<file path="src/rtl/jt1942_obj_pkg.sv">
// jt1942_obj_pkg
// Shared definitions for the object line-draw stage: transparent pixel value,
// attribute byte bit positions, draw FSM state encoding, the slot tick that
// accepts a new object, and small helpers for pixel and height decoding.
package jt1942_obj_pkg;

    localparam logic [3:0] TRANSP_DEF = 4'hF;

    // Bit positions inside objbuf_data1 (attribute byte)
    localparam int ATTR_CODE8   = 7;
    localparam int ATTR_SIZE_HI = 6;
    localparam int ATTR_SIZE_LO = 5;
    localparam int ATTR_X8      = 4;
    localparam int ATTR_PAL_HI  = 3;
    localparam int ATTR_PAL_LO  = 0;

    // The object RAM latch happens at tick 6, so its bytes are stable at tick 7
    localparam logic [3:0] ACCEPT_PXL = 4'd7;

    typedef enum logic [1:0] {
        ST_IDLE  = 2'd0,
        ST_CHECK = 2'd1,
        ST_FETCH = 2'd2,
        ST_DRAW  = 2'd3
    } obj_state_e;

    // Pick pixel sel (0 = leftmost) out of a ROM word; MSB nibble is leftmost
    function automatic logic [3:0] obj_nibble(input logic [15:0] word, input logic [1:0] sel);
        logic [3:0] nib;
        case (sel)
            2'd0:    nib = word[15:12];
            2'd1:    nib = word[11:8];
            2'd2:    nib = word[7:4];
            default: nib = word[3:0];
        endcase
        return nib;
    endfunction

    // Object height in lines; the unused size code 3 behaves like size 2
    function automatic logic [6:0] obj_height(input logic [1:0] size);
        logic [6:0] h;
        case (size)
            2'd0:    h = 7'd16;
            2'd1:    h = 7'd32;
            default: h = 7'd64;
        endcase
        return h;
    endfunction

endpackage

</file>
<file path="src/rtl/jt1942_obj_vmatch.sv">
// jt1942_obj_vmatch
// Purely combinational vertical match for one object.
//   v_i        : render line
//   y_i        : object top line
//   size_i     : object size code (height 16 << size, 3 treated as 2)
//   code_i     : 9-bit object code
//   hit_o      : render line falls inside the object
//   vrel_o     : line offset inside the object (mod 256)
//   code_eff_o : code of the 16-line tile holding that line (9-bit wrap)
module jt1942_obj_vmatch
    import jt1942_obj_pkg::*;
(
    input  logic [7:0] v_i,
    input  logic [7:0] y_i,
    input  logic [1:0] size_i,
    input  logic [8:0] code_i,
    output logic       hit_o,
    output logic [7:0] vrel_o,
    output logic [8:0] code_eff_o
);

    // Offset, hit test and tile selection; tall objects use consecutive codes
    always_comb begin
        vrel_o     = v_i - y_i;
        hit_o      = (vrel_o < {1'b0, obj_height(size_i)});
        code_eff_o = code_i + {7'd0, vrel_o[5:4]};
    end

endmodule

</file>
<file path="src/rtl/jt1942_objdraw.sv">
// jt1942_objdraw
// Object line-draw stage. Accepts the four latched object bytes once per slot,
// checks them against the render line, fetches the matching 16-pixel row
// (four ROM words) and streams non-transparent, on-screen pixels to the line
// buffer, one per clk.
//   clk, rst_n        : clock, asynchronous active-low reset
//   cen6, pxlcnt      : 6 MHz enable and tick inside the object slot
//   SEATM_b           : low while the object scan owns object RAM
//   V                 : render line being prepared
//   objbuf_data0..3   : code[7:0], attributes, y, x[7:0]
//   rom_addr/cs/data/ok : object ROM word interface
//   pxl_we/addr/data  : line-buffer write port
//   busy, overrun     : activity flag and sticky slot-overlap flag
module jt1942_objdraw
    import jt1942_obj_pkg::*;
#(
    parameter int         ROMW   = 15,
    parameter logic [3:0] TRANSP = TRANSP_DEF
)(
    input  logic            clk,
    input  logic            rst_n,
    input  logic            cen6,
    input  logic [7:0]      V,
    input  logic [3:0]      pxlcnt,
    input  logic            SEATM_b,
    input  logic [7:0]      objbuf_data0,
    input  logic [7:0]      objbuf_data1,
    input  logic [7:0]      objbuf_data2,
    input  logic [7:0]      objbuf_data3,
    output logic [ROMW-1:0] rom_addr,
    output logic            rom_cs,
    input  logic [15:0]     rom_data,
    input  logic            rom_ok,
    output logic            pxl_we,
    output logic [7:0]      pxl_addr,
    output logic [7:0]      pxl_data,
    output logic            busy,
    output logic            overrun
);

    obj_state_e      state_q, state_d;
    logic [8:0]      code_q;
    logic [1:0]      size_q;
    logic [8:0]      x_q;
    logic [3:0]      pal_q;
    logic [7:0]      y_q;
    logic [15:0]     buf_q [4];
    logic [1:0]      w_q, w_d;
    logic [3:0]      i_q, i_d;
    logic            rom_cs_q, rom_cs_d;
    logic [ROMW-1:0] rom_addr_q, rom_addr_d;
    logic            pxl_we_q, pxl_we_d;
    logic [7:0]      pxl_addr_q, pxl_addr_d;
    logic [7:0]      pxl_data_q, pxl_data_d;
    logic            busy_q;
    logic            overrun_q, overrun_d;

    logic            accept_s;
    logic            buf_we_s;
    logic            hit_s;
    logic [7:0]      vrel_s;
    logic [8:0]      code_eff_s;
    logic [3:0]      pix_idx_s;
    logic [3:0]      pix_s;
    logic [9:0]      xs_s;
    logic            pix_vis_s;

    assign accept_s = cen6 && !SEATM_b && (pxlcnt == ACCEPT_PXL);

    jt1942_obj_vmatch u_vmatch (
        .v_i        (V),
        .y_i        (y_q),
        .size_i     (size_q),
        .code_i     (code_q),
        .hit_o      (hit_s),
        .vrel_o     (vrel_s),
        .code_eff_o (code_eff_s)
    );

    // Pixel to present next: pixel 0 on the FETCH->DRAW transition, else i+1
    always_comb begin
        if (state_q == ST_DRAW) begin
            pix_idx_s = i_q + 4'd1;
        end else begin
            pix_idx_s = 4'd0;
        end
        pix_s     = obj_nibble(buf_q[pix_idx_s[3:2]], pix_idx_s[1:0]);
        xs_s      = {1'b0, x_q} + {6'd0, pix_idx_s};
        pix_vis_s = (pix_s != TRANSP) && (xs_s[9:8] == 2'b00);
    end

    // Next-state logic; a new accept always wins over whatever is in flight
    always_comb begin
        state_d    = state_q;
        w_d        = w_q;
        i_d        = i_q;
        rom_cs_d   = rom_cs_q;
        rom_addr_d = rom_addr_q;
        pxl_we_d   = 1'b0;
        pxl_addr_d = pxl_addr_q;
        pxl_data_d = pxl_data_q;
        overrun_d  = overrun_q;
        buf_we_s   = 1'b0;
        if (accept_s) begin
            state_d   = ST_CHECK;
            rom_cs_d  = 1'b0;
            overrun_d = overrun_q | busy_q;
        end else begin
            case (state_q)
                ST_IDLE: begin
                    state_d = ST_IDLE;
                end
                ST_CHECK: begin
                    if (hit_s) begin
                        state_d    = ST_FETCH;
                        w_d        = 2'd0;
                        rom_cs_d   = 1'b1;
                        rom_addr_d = ROMW'({code_eff_s, vrel_s[3:0], 2'd0});
                    end else begin
                        state_d = ST_IDLE;
                    end
                end
                ST_FETCH: begin
                    if (rom_ok) begin
                        buf_we_s   = 1'b1;
                        w_d        = w_q + 2'd1;
                        // Request the next word in the same clk as the capture
                        rom_addr_d = {rom_addr_q[ROMW-1:2], w_q + 2'd1};
                        if (w_q == 2'd3) begin
                            rom_cs_d   = 1'b0;
                            state_d    = ST_DRAW;
                            i_d        = 4'd0;
                            pxl_we_d   = pix_vis_s;
                            pxl_addr_d = xs_s[7:0];
                            pxl_data_d = {pal_q, pix_s};
                        end else begin
                            rom_cs_d = 1'b1;
                        end
                    end else begin
                        rom_cs_d = 1'b1;
                    end
                end
                ST_DRAW: begin
                    if (i_q == 4'd15) begin
                        state_d = ST_IDLE;
                    end else begin
                        i_d        = i_q + 4'd1;
                        pxl_we_d   = pix_vis_s;
                        pxl_addr_d = xs_s[7:0];
                        pxl_data_d = {pal_q, pix_s};
                    end
                end
                default: begin
                    state_d = ST_IDLE;
                end
            endcase
        end
    end

    // FSM state, counters and registered outputs
    always_ff @(posedge clk or negedge rst_n) begin
        if (!rst_n) begin
            state_q    <= ST_IDLE;
            w_q        <= 2'd0;
            i_q        <= 4'd0;
            rom_cs_q   <= 1'b0;
            rom_addr_q <= '0;
            pxl_we_q   <= 1'b0;
            pxl_addr_q <= 8'd0;
            pxl_data_q <= 8'd0;
            busy_q     <= 1'b0;
            overrun_q  <= 1'b0;
        end else begin
            state_q    <= state_d;
            w_q        <= w_d;
            i_q        <= i_d;
            rom_cs_q   <= rom_cs_d;
            rom_addr_q <= rom_addr_d;
            pxl_we_q   <= pxl_we_d;
            pxl_addr_q <= pxl_addr_d;
            pxl_data_q <= pxl_data_d;
            busy_q     <= (state_d != ST_IDLE);
            overrun_q  <= overrun_d;
        end
    end

    // Working copy of the object bytes and the fetched pixel row
    always_ff @(posedge clk or negedge rst_n) begin
        if (!rst_n) begin
            code_q <= 9'd0;
            size_q <= 2'd0;
            x_q    <= 9'd0;
            pal_q  <= 4'd0;
            y_q    <= 8'd0;
            for (int k = 0; k < 4; k++) begin
                buf_q[k] <= 16'd0;
            end
        end else begin
            if (accept_s) begin
                code_q <= {objbuf_data1[ATTR_CODE8], objbuf_data0};
                size_q <= objbuf_data1[ATTR_SIZE_HI:ATTR_SIZE_LO];
                x_q    <= {objbuf_data1[ATTR_X8], objbuf_data3};
                pal_q  <= objbuf_data1[ATTR_PAL_HI:ATTR_PAL_LO];
                y_q    <= objbuf_data2;
            end
            if (buf_we_s) begin
                buf_q[w_q] <= rom_data;
            end
        end
    end

    assign rom_addr = rom_addr_q;
    assign rom_cs   = rom_cs_q;
    assign pxl_we   = pxl_we_q;
    assign pxl_addr = pxl_addr_q;
    assign pxl_data = pxl_data_q;
    assign busy     = busy_q;
    assign overrun  = overrun_q;

endmodule
</file>
<file path="config.mk">
export PLATFORM = sky130hd
export DESIGN_NAME = jt1942_objdraw
export DESIGN_NICKNAME = d
export VERILOG_FILES = /design/src/rtl/jt1942_obj_pkg.sv /design/src/rtl/jt1942_obj_vmatch.sv /design/src/rtl/jt1942_objdraw.sv
export SDC_FILE = /design/constraint.sdc
export NUM_CORES = 1
export LEC_CHECK = 0
export CELL_PAD_IN_SITES_DETAIL_PLACEMENT = 2
export CELL_PAD_IN_SITES_GLOBAL_PLACEMENT = 2
export CORE_ASPECT_RATIO = 0.9
export CORE_UTILIZATION = 33
export DETAILED_ROUTE_END_ITERATION = 16
export PLACE_DENSITY = 0.8
export SYNTH_ARGS = -nofsm -noshare
export SYNTH_HDL_FRONTEND = slang
export SYNTH_HIERARCHICAL = 1
export SYNTH_SLANG_ARGS = --single-unit
export TNS_END_PERCENT = 50
</file>
<file path="constraint.sdc">
create_clock -name clk -period 3.1 [get_ports clk]
set_input_delay 0.31 -clock clk [delete_from_list [all_inputs] [get_ports clk]]
set_output_delay 0.31 -clock clk [all_outputs]
set_load 0.01 [all_outputs]
</file>
---- Yosys cells after proc, flatten, opt, wreduce, memory -nomap -nowiden ----
Index checks and enable logic that the tools add are counted.
storage, ports and cells
  register bits after elaboration ......... 139
  output and inout port bits .............. 35
  logic and storage cells ................. 112
operators by class
  eq/ne operators ......................... 15
  $lt $le $gt $ge ......................... 4
  bitwise gates (word level) .............. 5
  add/subtract/negate cells ............... 5
  reductions and logical operators ........ 17
  muxes and demuxes ....................... 46
operators with widths
  cell                                           number
  bitwise mux 64 bit                             1
  2-to-1 mux 16 bit                              3
  2-to-1 mux 8 bit                               6
  binary-select mux 16 bit (select 2 bit)        1
  demux 16 bit (select 2 bit)                    1
  case mux 8 bit (2 select lines)                2
  case mux 15 bit (2 select lines)               1
  2-to-1 mux 2 bit                               8
  2-to-1 mux 4 bit                               4
  2-to-1 mux 15 bit                              1
  case mux 7 bit (2 select lines)                1
  case mux 4 bit (3 select lines)                1
  2-to-1 mux 1 bit                               11
  adder 9 x 4 -> 10 bit                          1
  adder 9 x 2 -> 9 bit                           1
  == test 2 bit, second input constant           4
  zero test 2 bit                                4
  less-than comparator 8 x 7 -> 1 bit            1
  != test 2 bit, second input constant           4
  case mux 2 bit (4 select lines)                1
  case mux 4 bit (2 select lines)                1
  AND reduction 4 bit                            2
  subtractor 8 bit                               1
  == test 2 x 1 -> 1 bit, second input constant  3
  19 further kinds                               28

---- Longest topological paths before layout ----
  word-level depth ........................ 13
  mapped depth ............................ 17
  mapped depth without buffers ............ 15

---- Hierarchy ----
Netlist, hierarchy kept.
by module, submodules not included
  module             sequential area each (um^2)  area each (um^2)  times used  cells an instance
  jt1942_objdraw     3428.3                       6344.8            1           510
  jt1942_obj_vmatch  0.0                          524.3             1           68

---- Worst setup path before layout ----
Ideal clock, no wire load.
  kind .................................... flip-flop to flip-flop
  start point ............................. register y_q[0]
  end point ............................... register rom_addr_q[10], in the netlist rom_addr[10]
  clock period less this slack ............ 3.360 ns
  data required time ...................... 2.966 ns
  stages on the path, launching flop included .. 17
  buffers on the path ..................... 2
  arrival ................................. 3.226 ns
  setup slack ............................. -0.260 ns
  cell sequence ........................... dfrtp_1 -> ha_1 -> fa_1 -> nand2b_1 -> a21oi_1 -> a21o_1 -> a21oi_1 -> xnor2_1 -> ha_1 -> o311a_1 -> a2111oi_2 -> nand3_1 -> or2_2 -> clkbuf_1 -> clkbuf_1 -> nand2_1 -> o21ai_0
between the ends
  elaborated cells on any way between the ends .. 6
  those cells by class .................... add/sub: 2; order compare: 1; mux: 2; reduce/logical: 1
RTL lines
  what                                  line                     RTL
  start, declared                       jt1942_objdraw.sv:46     logic [7:0] y_q;
  start signal, assigned                jt1942_objdraw.sv:204    y_q <= objbuf_data2;
  subtractor 8 bit                      jt1942_obj_vmatch.sv:24  vrel_o = v_i - y_i;
  named net vrel_s[6]                   jt1942_objdraw.sv:61     logic [7:0] vrel_s;
  less-than comparator 8 x 7 -> 1 bit   jt1942_obj_vmatch.sv:25  hit_o = (vrel_o < {1'b0, obj_height(size_i)});
  named net hit_s                       jt1942_objdraw.sv:60     logic hit_s;
  AND reduction 4 bit (no source line)  --
  end signal, assigned                  jt1942_objdraw.sv:178    rom_addr_q <= rom_addr_d;
  end, declared                         jt1942_objdraw.sv:51     logic [ROMW-1:0] rom_addr_q, rom_addr_d;
The timed path passes the listed nets, and every way through them passes these cells. The select of a mux whose other input is x is not followed.
A chain may end at the register's enable or synchronous reset.

---- Final worst setup path ----
  start point ............................. register y_q[0]
  end point ............................... register rom_addr_q[14], in the netlist rom_addr[14]
The elaborated chain is that of the path after synthesis.

==> metrics.md <==
| Metric | Value |
|---|---|
| Sequential area share after synthesis | `0.4991` |
| Simple-Gate Fraction of Synth Area | `0.09381` |
| Yosys warning count | `6` |
| WS Path Type | `flip-flop to flip-flop` |
| Asr flop ratio synth | `1.000` |
| Die H | `about 140 microns` |
| Initial antenna violation count | `0` |
| Cell Count, Final, Fillers Out | `a little under 1000` |
| P&R area growth vs syn | `31.17%` |
| Post-synthesis compound-gate area fraction | `0.09417` |
| Maximum fanout along the worst path | `26` |
| Final slew viol count | `0` |
| Core area | `0.02017 sq mm` |
| Routed WL per cell | `between 20 and 25 microns` |
| Via Count | `5172` |
| Fin. Hold Viols | `0` |
| Critical path's largest stage delay | `0.41 ns` |
| Final WL | `between 20 and 25 mm` |
| EDFF count, synth | `0` |
| Die Span X | `about 150 microns` |
| First-pass GRT wire length | `approximately 36 mm` |
| Std cell rows | `slightly below 50` |
| Register bit total from synthesis | `between 100 and 150` |
| Root Driver | `clkbuf_16` |
| Detailed placer's ending HPWL | `about 15 mm` |
| Actual slew at the worst max-slew pin | `roughly 0.75 ns` |
| Worst-path clk slew | `about 0.06 ns` |
| I/O pin count | `100` |
| RSZ-0062 raised after global routing | `yes` |
| Sum of negative setup slack | `-3.152 ns` |
| # nets final | `about 790` |
| FMAX | `approximately 300 MHz` |
| Antenna diode count | `0` |
| Num CTS Buffers | `17` |
| Starting density of the core | `0.3405` |
| Final setup margin | `-0.2187 ns` |
| Clock sink total | `approximately 140` |
| Synth Area in XOR/XNOR | `0.03279` |
| Worst-Skew Late Latency | `roughly 0.43 ns` |
| DR iter-0 viols | `190` |
| Worst VDD drop | `~0.43 mV` |
| Largest net degree at the start of global routing | `76` |
| CTS max path bufs | `2` |
| Violated checks | `negative setup slack` |
| Area leader, netlist | `dfrtp_1` |
| Die ar. | `around 0.021 sq mm` |
| Post-Syn Area | `between 0.006 and 0.007 sq mm` |
| GP Congestion | `approximately 0.86` |
| PortBufs | `99` |
| Critical path's slowest cell | `dfrtp_1` |
| Per-instance average area after synthesis | `approximately 12 sq um` |
| Status | `finished, violations left` |
| Placed insts | `934` |
| Main combinational cell family by area after synthesis | `multiplexers` |
| Final setup violation count | `17` |
| Largest cells by area after synthesis | `dfrtp_1 50%, mux2_2 18%, ha_1 3.5%` |
| Max Cap Violations | `0` |
| CP startpoint kind | `flip-flop` |
| Via/cell ratio | `around 5.3` |
| Top FF cell, synth | `dfrtp_1` |
| Mux contribution to synthesized area | `0.2027` |
| Setup WS pre-CTS | `-0.6817 ns` |
| GRT Overall Usage | `0.2242` |
| Multi-input logic area | `around 0.0033 sq mm` |
| Power Density | `~950 mW/mm^2` |
| Adder-Cell Fraction of Synth Area | `0.04044` |
| H-tree levels | `4` |
| Final period util | `1.071` |
| Synthesized instance count | `between 500 and 600` |
| Max-slew headroom | `0.4923` |
| Synthesized Nets | `between 600 and 700` |
| Leak pwr | `3.856 nW` |
| Antenna violation net count after detailed routing | `0` |
| Crit path cell chain | `ha_4 > fa_2 > nand2b_4 > a21oi_4 > a21o_1 > a21oi_1 > xnor2_1 > ha_1 > buf_4 > a2111oi_4 > nand3_1 > or2_4 > buf_12 > nand2_1 > o21ai_0` |
| Yosys top cell area share | `0.4991` |
| Critical Path RT | `3.41 ns` |
| DRC viols | `0` |
| Fillers | `between 1500 and 2000` |
| Worst Setup End Kind | `flip-flop` |
| Sequential Area | `approximately 0.0034 sq mm` |
| Tightest hold margin | `between 0.4 and 0.5 ns` |
| Hold WC Path Type | `flip-flop to flip-flop` |
| CP Data Arrival Time | `approximately 3.6 ns` |
| CTS tree | `built` |
| Crit path time final | `~3.3 ns` |
| Layout cells sized above 1 | `0.2981` |
| Drt pass-1 iters | `5` |
| Grt total ovfl | `0` |
| Post-synth cell types | `64` |
| Skew final | `0.006443 ns` |
| Number of global-route vias before repair | `6275` |
==> path summary, 6_finish.rpt <==
path                                          start                        to  slack, ns  cells after the start
worst max-delay path             y_q[0]$_DFFE_PN0P_  rom_addr[14]$_DFFE_PN0P_      -0.22                     15
worst min-delay path            overrun$_DFFE_PN0P_       overrun$_DFFE_PN0P_       0.47                      1
worst min register to register  overrun$_DFFE_PN0P_       overrun$_DFFE_PN0P_       0.47                      1
worst max register to register   y_q[0]$_DFFE_PN0P_  rom_addr[14]$_DFFE_PN0P_      -0.22                     15
max in group asynchronous                     rst_n     buf_q[45]$_DFFE_PN0P_       1.80                      3
min in group asynchronous                     rst_n        y_q[0]$_DFFE_PN0P_       0.49                      2
==> registers in the layout (all words and copies together) (netlist names) <==
register / flops
pxl_data: 8
pxl_addr: 8
buf_q: 64
y_q: 8
state_q: 2
rom_addr: 13
x_q: 9
w_q: 2
size_q: 2
code_q: 9
pxl_we: 1
i_q: 4
overrun: 1
pal_q: 4
busy: 1
rom_cs: 1
==> through the flow <==
| step | instance area, sq um | util | power, mW |
|---|---|---|---|
| after floorplan | 6907 | - | 4.871 |
| after global placement | 8298 | 0.4114 | 5.912 |
| after detailed placement | 8298 | 0.4114 | 6.196 |
| after CTS | 8975 | 0.4449 | 8.580 |
| after global routing | 9010 | 0.4467 | 8.966 |
| final | 9010 | 0.4467 | 8.539 |
==> cells in the mapped netlist, types with 5 or more instances <==
master	instances
nor2_1	12
a21o_1	7
clkbuf_1	10
nand2_1	58
xor2_1	7
dfrtp_1	137
buf_4	5
a21oi_1	21
xnor2_1	15
o21ai_0	30
or3_1	5
ha_1	19
nand3_1	13
buf_2	10
mux2_2	110
mux2i_1	6
inv_1	21
nand2_2	5
==> cell families (layout without fill, tap and decap cells) <==
kind of cell | after synthesis | after routing
flops | 137 | 137
buf+inv | 51 | 191
compound gates | 98 | 98
mux | 120 | 120
simple gates | 127 | 127
xor+xnor | 24 | 24
fa+ha+maj | 21 | 21
==> critical path, delay by kind of cell (launching register included) <==
family                     cells  cell delay, ns
AOI/OAI and AO/OA              5            0.77
xor gates and xnor gates       1            0.14
adders and majority gates      3            0.86
buffers and inverters          2            0.31
DFF                            1            0.41
and+or+nand+nor                4            0.68
==> layout make-up <==
cell class              instances  area share
inverters                      21    0.008749
well taps                     255     0.03541
clock inverters                11     0.01625
multi-input cells             390      0.3624
flip-flops and latches        137      0.3805
repair buffers                138      0.1455
clock buffers                  21     0.05110
==> layout by cell type (no fill, tap or decap), types with 3 or more instances in the layout <==
cell type,n
a31oi_1,4
clkdlybuf4s50_1,97
or3_1,5
buf_4,36
inv_1,20
a211oi_1,3
xnor2_1,15
o221ai_1,3
nor2_1,12
and2_1,3
a221oi_1,4
mux2i_1,6
clkbuf_16,17
nand2_1,56
clkinvlp_4,5
nor2b_1,4
mux2_2,110
xor2_1,7
o21ai_0,20
ha_1,17
o21ai_1,11
mux4_2,3
dfrtp_1,137
a21oi_1,19
nand3_1,13
bufinv_16,3
and3_1,3
o211ai_1,3
nand2_2,7
a21o_1,7
a32oi_1,3
==> per-layer routing <==
metal | wire length (microns) | up-vias | track usage
met5 | 0 | - | 0
met4 | 633 | 0 | 0.09842
met3 | 804 | 42 | 0.04688
met2 | 12160 | 114 | 0.4081
met1 | 9111 | 2701 | 0.2518
li1 | - | 2315 | -
==> repair_timing <==
action | 4_1_cts | 5_1_grt
hold buffers | 1 | 0
setup endpoints to repair | 16 | 18
pin swaps | 3 | 1
buffers inserted | 4 | 2
gates resized for setup | 13 | 8
endpoints found under the hold margin | 74 | 0
==> power breakdown <==
| part | switching, mW | internal [mW] |
|---|---|---|
| Combinational | 1.68 | 1.69 |
| Clock | 0.815 | 1.30 |
| Sequential | 0.540 | 2.51 |
(Power assumes the default switching activity.)
